`config.mk`:
```
export PLATFORM = sky130hd
export DESIGN_NAME = fifo_pkt_scheduler
export DESIGN_NICKNAME = d
export VERILOG_FILES = /design/src/rtl/fifo_pkt_pkg.sv /design/src/rtl/pkt_skid_buf.sv /design/src/rtl/fifo_pkt_scheduler.sv
export SDC_FILE = /design/constraint.sdc
export NUM_CORES = 1
export LEC_CHECK = 0
export ABC_AREA = 1
export BUFFER_PORTS_ARGS = -buffer_cell sky130_fd_sc_hd__buf_2
export CAP_MARGIN = 30
export CORE_MARGIN = 10
export CORE_UTILIZATION = 57
export CTS_CLUSTER_SIZE = 28
export DETAILED_ROUTE_END_ITERATION = 8
export MAX_ROUTING_LAYER = met4
export PLACE_DENSITY = 0.77
export SLEW_MARGIN = 20
export SYNTH_ARGS = -nofsm -noshare
export SYNTH_HDL_FRONTEND = slang
export SYNTH_SLANG_ARGS = --single-unit
```
`constraint.sdc`:
```
create_clock -name sys_clk -period 3.48 [get_ports sys_clk]
set_input_delay 0.174 -clock sys_clk [delete_from_list [all_inputs] [get_ports sys_clk]]
set_output_delay 0.174 -clock sys_clk [all_outputs]
set_load 0.05 [all_outputs]
```
`src/rtl/fifo_pkt_pkg.sv`:
```
// fifo_pkt_pkg: shared state encoding and header layout for the FIFO packet scheduler
package fifo_pkt_pkg;
    typedef enum logic [1:0] {IDLE, HDR, PAYLOAD, GAP} state_t;
    localparam int HDR_LEN = 4;
    localparam logic [1:0] HDR_SYNC   = 2'd0;
    localparam logic [1:0] HDR_SEQ    = 2'd1;
    localparam logic [1:0] HDR_LEN_HI = 2'd2;
    localparam logic [1:0] HDR_LEN_LO = 2'd3;
endpackage

```
`src/rtl/pkt_skid_buf.sv`:
```
// pkt_skid_buf: 2-entry byte buffer between FIFO read data and the TX handshake
//   sys_clk, rst_n : clock, async active-low reset
//   push, din      : write din at the tail
//   pop            : drop the head entry
//   dout           : head entry
//   cnt            : entries held (0..2); push and pop may coincide
module pkt_skid_buf
    import fifo_pkt_pkg::*;
#(
    parameter int DATA_W = 8
) (
    input  logic              sys_clk,
    input  logic              rst_n,
    input  logic              push,
    input  logic [DATA_W-1:0] din,
    input  logic              pop,
    output logic [DATA_W-1:0] dout,
    output logic [1:0]        cnt
);
    logic [DATA_W-1:0] d0, d1;
    assign dout = d0;
    always_ff @(posedge sys_clk or negedge rst_n) begin
        if (!rst_n) begin
            d0  <= '0;
            d1  <= '0;
            cnt <= '0;
        end else begin
            if (pop) d0 <= d1;
            // write slot is the occupancy left after this cycle's pop
            if (push && (cnt - 2'(pop)) == 2'd0) d0 <= din;
            if (push && (cnt - 2'(pop)) == 2'd1) d1 <= din;
            cnt <= cnt + 2'(push) - 2'(pop);
        end
    end
endmodule

```
`src/rtl/fifo_pkt_scheduler.sv`:
```
// fifo_pkt_scheduler: frames async-FIFO read data into SYNC/SEQ/LEN headed TX packets
//   sys_clk, rst_n        : FIFO read clock, async active-low reset
//   enable, frame_end     : launch permission, end-of-frame flush request pulse
//   fifo_level/empty      : read-side FIFO status
//   fifo_rd_en            : FIFO read request; fifo_dout/fifo_valid return a cycle later
//   tx_data/valid/last    : TX byte stream, tx_ready handshake
//   pkt_busy, pkt_cnt     : packet in progress, completed packet count
//   underrun_err          : sticky mid-payload starvation flag
module fifo_pkt_scheduler
    import fifo_pkt_pkg::*;
#(
    parameter int DATA_W    = 8,
    parameter int LEVEL_W   = 15,
    parameter int PKT_LEN   = 1024,
    parameter int GAP_CYC   = 16,
    parameter int STALL_MAX = 4096,
    parameter logic [DATA_W-1:0] SYNC_BYTE = 8'hA5
) (
    input  logic               sys_clk,
    input  logic               rst_n,
    input  logic               enable,
    input  logic               frame_end,
    input  logic [LEVEL_W-1:0] fifo_level,
    input  logic               fifo_empty,
    output logic               fifo_rd_en,
    input  logic [DATA_W-1:0]  fifo_dout,
    input  logic               fifo_valid,
    output logic [DATA_W-1:0]  tx_data,
    output logic               tx_valid,
    output logic               tx_last,
    input  logic               tx_ready,
    output logic               pkt_busy,
    output logic [15:0]        pkt_cnt,
    output logic               underrun_err
);
    localparam int GAP_W = $clog2(GAP_CYC + 1);
    localparam int STALL_W = $clog2(STALL_MAX + 1);
    localparam logic [15:0] PKT_LEN16 = 16'(PKT_LEN);
    state_t state;
    logic [1:0] hdr_idx, skid_cnt;
    logic [15:0] len, rd_remain, tx_remain, level16;
    logic [7:0] seq;
    logic [GAP_W-1:0] gap_cnt;
    logic [STALL_W-1:0] stall_cnt;
    logic frame_pend, inflight, skid_push, skid_pop, stall_tick, launch, tail_ok;
    logic [DATA_W-1:0] skid_dout, hdr_byte;
    assign level16 = 16'(fifo_level);
    assign tail_ok = frame_pend && level16 != 16'd0;
    assign launch = state == IDLE && enable && (level16 >= PKT_LEN16 || tail_ok);
    // at most two bytes either buffered or still returning from the FIFO
    assign fifo_rd_en = state == PAYLOAD && rd_remain != 16'd0 && !fifo_empty
                        && (skid_cnt + 2'(inflight)) < 2'd2;
    assign hdr_byte = hdr_idx == HDR_SYNC   ? SYNC_BYTE :
                      hdr_idx == HDR_SEQ    ? DATA_W'(seq) :
                      hdr_idx == HDR_LEN_HI ? DATA_W'(len[15:8]) : DATA_W'(len[7:0]);
    assign tx_valid = state == HDR || (state == PAYLOAD && skid_cnt != 2'd0);
    assign tx_data = state == HDR ? hdr_byte : tx_valid ? skid_dout : '0;
    assign tx_last = state == PAYLOAD && skid_cnt != 2'd0 && tx_remain == 16'd1;
    assign pkt_busy = state != IDLE;
    // stale returns after a reset or outside a packet are dropped
    assign skid_push = fifo_valid && state == PAYLOAD;
    assign skid_pop = state == PAYLOAD && tx_valid && tx_ready;
    assign stall_tick = state == PAYLOAD && rd_remain != 16'd0 && fifo_empty;
    pkt_skid_buf #(.DATA_W(DATA_W)) u_skid (
        .sys_clk(sys_clk),
        .rst_n(rst_n),
        .push(skid_push),
        .din(fifo_dout),
        .pop(skid_pop),
        .dout(skid_dout),
        .cnt(skid_cnt)
    );
    always_ff @(posedge sys_clk or negedge rst_n) begin
        if (!rst_n) begin
            state        <= IDLE;
            hdr_idx      <= '0;
            len          <= '0;
            rd_remain    <= '0;
            tx_remain    <= '0;
            seq          <= '0;
            gap_cnt      <= '0;
            stall_cnt    <= '0;
            frame_pend   <= 1'b0;
            inflight     <= 1'b0;
            pkt_cnt      <= '0;
            underrun_err <= 1'b0;
        end else begin
            inflight <= fifo_rd_en;
            // a pulse coinciding with consumption stays pending for the next launch
            frame_pend <= frame_end || (frame_pend && !(state == IDLE && enable && level16 < PKT_LEN16));
            stall_cnt <= (fifo_rd_en || state != PAYLOAD) ? '0 :
                         (stall_tick && stall_cnt != STALL_W'(STALL_MAX)) ? stall_cnt + 1'b1 : stall_cnt;
            underrun_err <= underrun_err || (stall_tick && stall_cnt == STALL_W'(STALL_MAX - 1));
            if (fifo_rd_en) rd_remain <= rd_remain - 16'd1;
            if (skid_pop) tx_remain <= tx_remain - 16'd1;
            case (state)
                IDLE: begin
                    hdr_idx <= '0;
                    gap_cnt <= '0;
                    if (launch) begin
                        len       <= level16 >= PKT_LEN16 ? PKT_LEN16 : level16;
                        rd_remain <= level16 >= PKT_LEN16 ? PKT_LEN16 : level16;
                        tx_remain <= level16 >= PKT_LEN16 ? PKT_LEN16 : level16;
                        state     <= HDR;
                    end
                end
                HDR: if (tx_ready) begin
                    hdr_idx <= hdr_idx + 2'd1;
                    if (hdr_idx == 2'(HDR_LEN - 1)) state <= PAYLOAD;
                end
                PAYLOAD: if (tx_last && tx_ready) begin
                    seq     <= seq + 8'd1;
                    pkt_cnt <= pkt_cnt + 16'd1;
                    state   <= GAP;
                end
                GAP: begin
                    gap_cnt <= gap_cnt + 1'b1;
                    if (gap_cnt == GAP_W'(GAP_CYC - 1)) state <= IDLE;
                end
            endcase
        end
    end
endmodule

```
==> reports/metrics.yaml <==
path_clk_slew_ns: 0.05
diodes: 0
gp_congestion: 0.902
min_period_ns: 3.17
fin_ws_ns: 0.311
grt_pass1_vias: 5561
grt_pass1_wl_mm: 26.8
syn_area_mm2: 0.00677
relSlewSlack_pct: 57.8
ant_nets: 0
drt_wl_total_mm: 16.1
arrival_ns: 3.47
fin_cells: 1108
clock_path_buffers: 2
maxCapViolCount: 0
cts_setup_buffers: 0
synth_edf_count: 0
r2r_slack_ns: 0.31
antenna_found_initial: 0
synth.distinct_cells: 38
viasPerCell: 5.27
ys_ff_latch: 114
core_region_area_mm2: 0.0115
dr.pass1.iters: 5
clk_latency_ns: 0.42
path_class: "reg2reg"
cp_data_required_time_ns: 3.78
gr-usage-all-layers_pct: 20.5
peakVddDrop_mv: 0.537
rsz0062_at_grt: "no"
drt_first_iter_violations: 535
tightest_slew_ns: 0.630
initial_utilization_pct: 58.8
seq_area_frac_synth_pct: 42.1
synthFlopType: "dfrtp_1"
timing.fmax_mhz: 316
finalSetupViolCount: 0
skew_ns: 0.0100
grt.overflow.total: 0
rows: 39
htree_levels: 4
wl_per_cell_um: 14.5
yosys-top-cells-area: "dfrtp_1 42%, nand2_1 16%, inv_1 5.5%"
place_inst: 1074
fin_nets: 1004
routed-via-count: 5835
hold_viol: 0
drive_gt1_share_pct: 13.9
portBuffers: 58
die-area_mm2: 0.0166
pin_count: 59
ys_async_sr_fraction_pct: 100
die_w_um: 129
dp_hpwl_mm: 11.4
die_h_um: 129
syn_inst: 892
slew_violations: 0
crit_path_max_fanout: 17
cts_tree: "done"
yosys.area.top_type: "dfrtp_1"
syn_nets: 942
cp-end-kind: "flip-flop"
cts_root_buffer: "clkbuf_16"
cts_buffers: 17
period_share_pct: 91.1
p_leak_nw: 4.04
worst_hold_path_type: "in2reg"
timing.setup.tns_ns: 0
dp_slack_ns: 0.363
grt_max_degree: 75
clkSinkCount: 114
synth_top_area_share_pct: 42.1
synth_area_per_cell_um2: 7.59
total_power_mw: 6.66
hold_ws_ns: 0.0543
areaGrowthSynthToFinish_pct: 14.0
p_per_area_mw_per_mm2: 862
drc: 0
ys_warn_count: 0
status: "finished, final reports clean"
worst_setup_path_start_kind: "flip-flop"
cell usage after synthesis, types with 4 or more instances:
cell type	instances
ha_1	20
nand4_1	11
xor2_1	31
o21ai_0	59
inv_1	99
o21ai_2	11
dfrtp_1	114
buf_4	4
nand3b_1	10
buf_2	7
nand2_1	294
a21oi_2	5
nor2_1	83
nor3_1	11
nand3_1	48
a21oi_1	18
nor2_2	7
xnor2_1	17
nand2_2	5
buf_6	8
layout make-up:
cell class / instances / area (µm²)
flip-flops and latches: 114 / 2850
multi-input cells: 654 / 3370
clock buffers: 24 / 482
repair buffers: 65 / 373
inverters: 102 / 383
clock inverters: 6 / 80.1
fillers: 949 / 3790
well taps: 143 / 179
state kept, by name, indices dropped and copies added (netlist names):
register,cells
seq,8
gap_cnt,5
tx_remain,16
stall_cnt,13
frame_pend,1
u_skid.d1,8
u_skid.dout,8
u_skid.cnt,2
hdr_idx,2
state,2
len,15
rd_remain,16
pkt_cnt,16
underrun_err,1
inflight,1
path summary, 6_finish.rpt:
path | startpoint | endpoint | depth (start not counted)
min reg2reg | len[5] | len[5] | 2
max reg2reg | state[0] | u_skid.dout[7] | 12
max in group asynchronous | rst_n | u_skid.d1[7] | 3
min | fifo_dout[6] | u_skid.d1[6] | 3
min in group asynchronous | rst_n | pkt_cnt[3] | 2
max | state[0] | u_skid.dout[7] | 12
critical path, stage by stage (launching register included):
cell and delay [ns]:
dfrtp_1 0.41, inv_1 0.09, ha_1 0.37, o21ai_2 0.16, nand2_2 0.11, nand2_2 0.19
inv_1 0.35, ha_1 0.27, xnor2_2 0.15, nand3_2 0.27, nand2_1 0.13, buf_4 0.19
mux2_2 0.35
metal layers:
layer / part of all wire [%] / track usage [%]
met5: 0 / -
met4: 1.7 / 7.16
met3: 6.2 / 5.18
met2: 47 / 31.5
met1: 45 / 26.0
cells by family after synthesis:
family | share of synthesized area [%]
multiplexers | 0.166
AO/OA/AOI/OAI | 8.48
adder cells (fa/ha/maj) | 3.69
XOR/XNOR | 6.93
flip-flops | 42.1
buffers and inverters | 8.11
AND/OR/NAND/NOR | 30.5
timing repair:
action                    CTS  global route
resized for setup           0             0
hold buffers                2             0
hold endpoints to repair   74             0
cells in the final DEF (no fill, tap or decap), types with 4 or more instances in the layout:
cell and n:
a21oi_1 18, a21oi_2 5, buf_2 58, clkbuf_1 4
clkbuf_16 17, clkinv_2 4, dfrtp_1 114, ha_1 20
inv_1 99, nand2_1 294, nand2_2 5, nand3_1 48
nand3b_1 10, nand4_1 11, nor2_1 83, nor2_2 7
nor3_1 11, o21ai_0 59, o21ai_2 11, xnor2_1 17
xor2_1 31
per-stage QoR:
stage / instance area [µm²] / utilization, %
2_1_floorplan: 6770 / -
3_3_place_gp: 7110 / 61.8
3_5_place_dp: 7110 / 61.8
4_1_cts: 7700 / 66.8
5_1_grt: 7720 / 67.0
6_report: 7720 / 67.0
report_power, final:
part	leakage (nW)	internal, mW	switching, mW	total [mW]
Combinational	2.26	0.962	2.03	2.99
Sequential	1.50	1.67	0.314	1.99
Clock	0.280	1.09	0.582	1.68
Power figures use the tool's default switching activity.
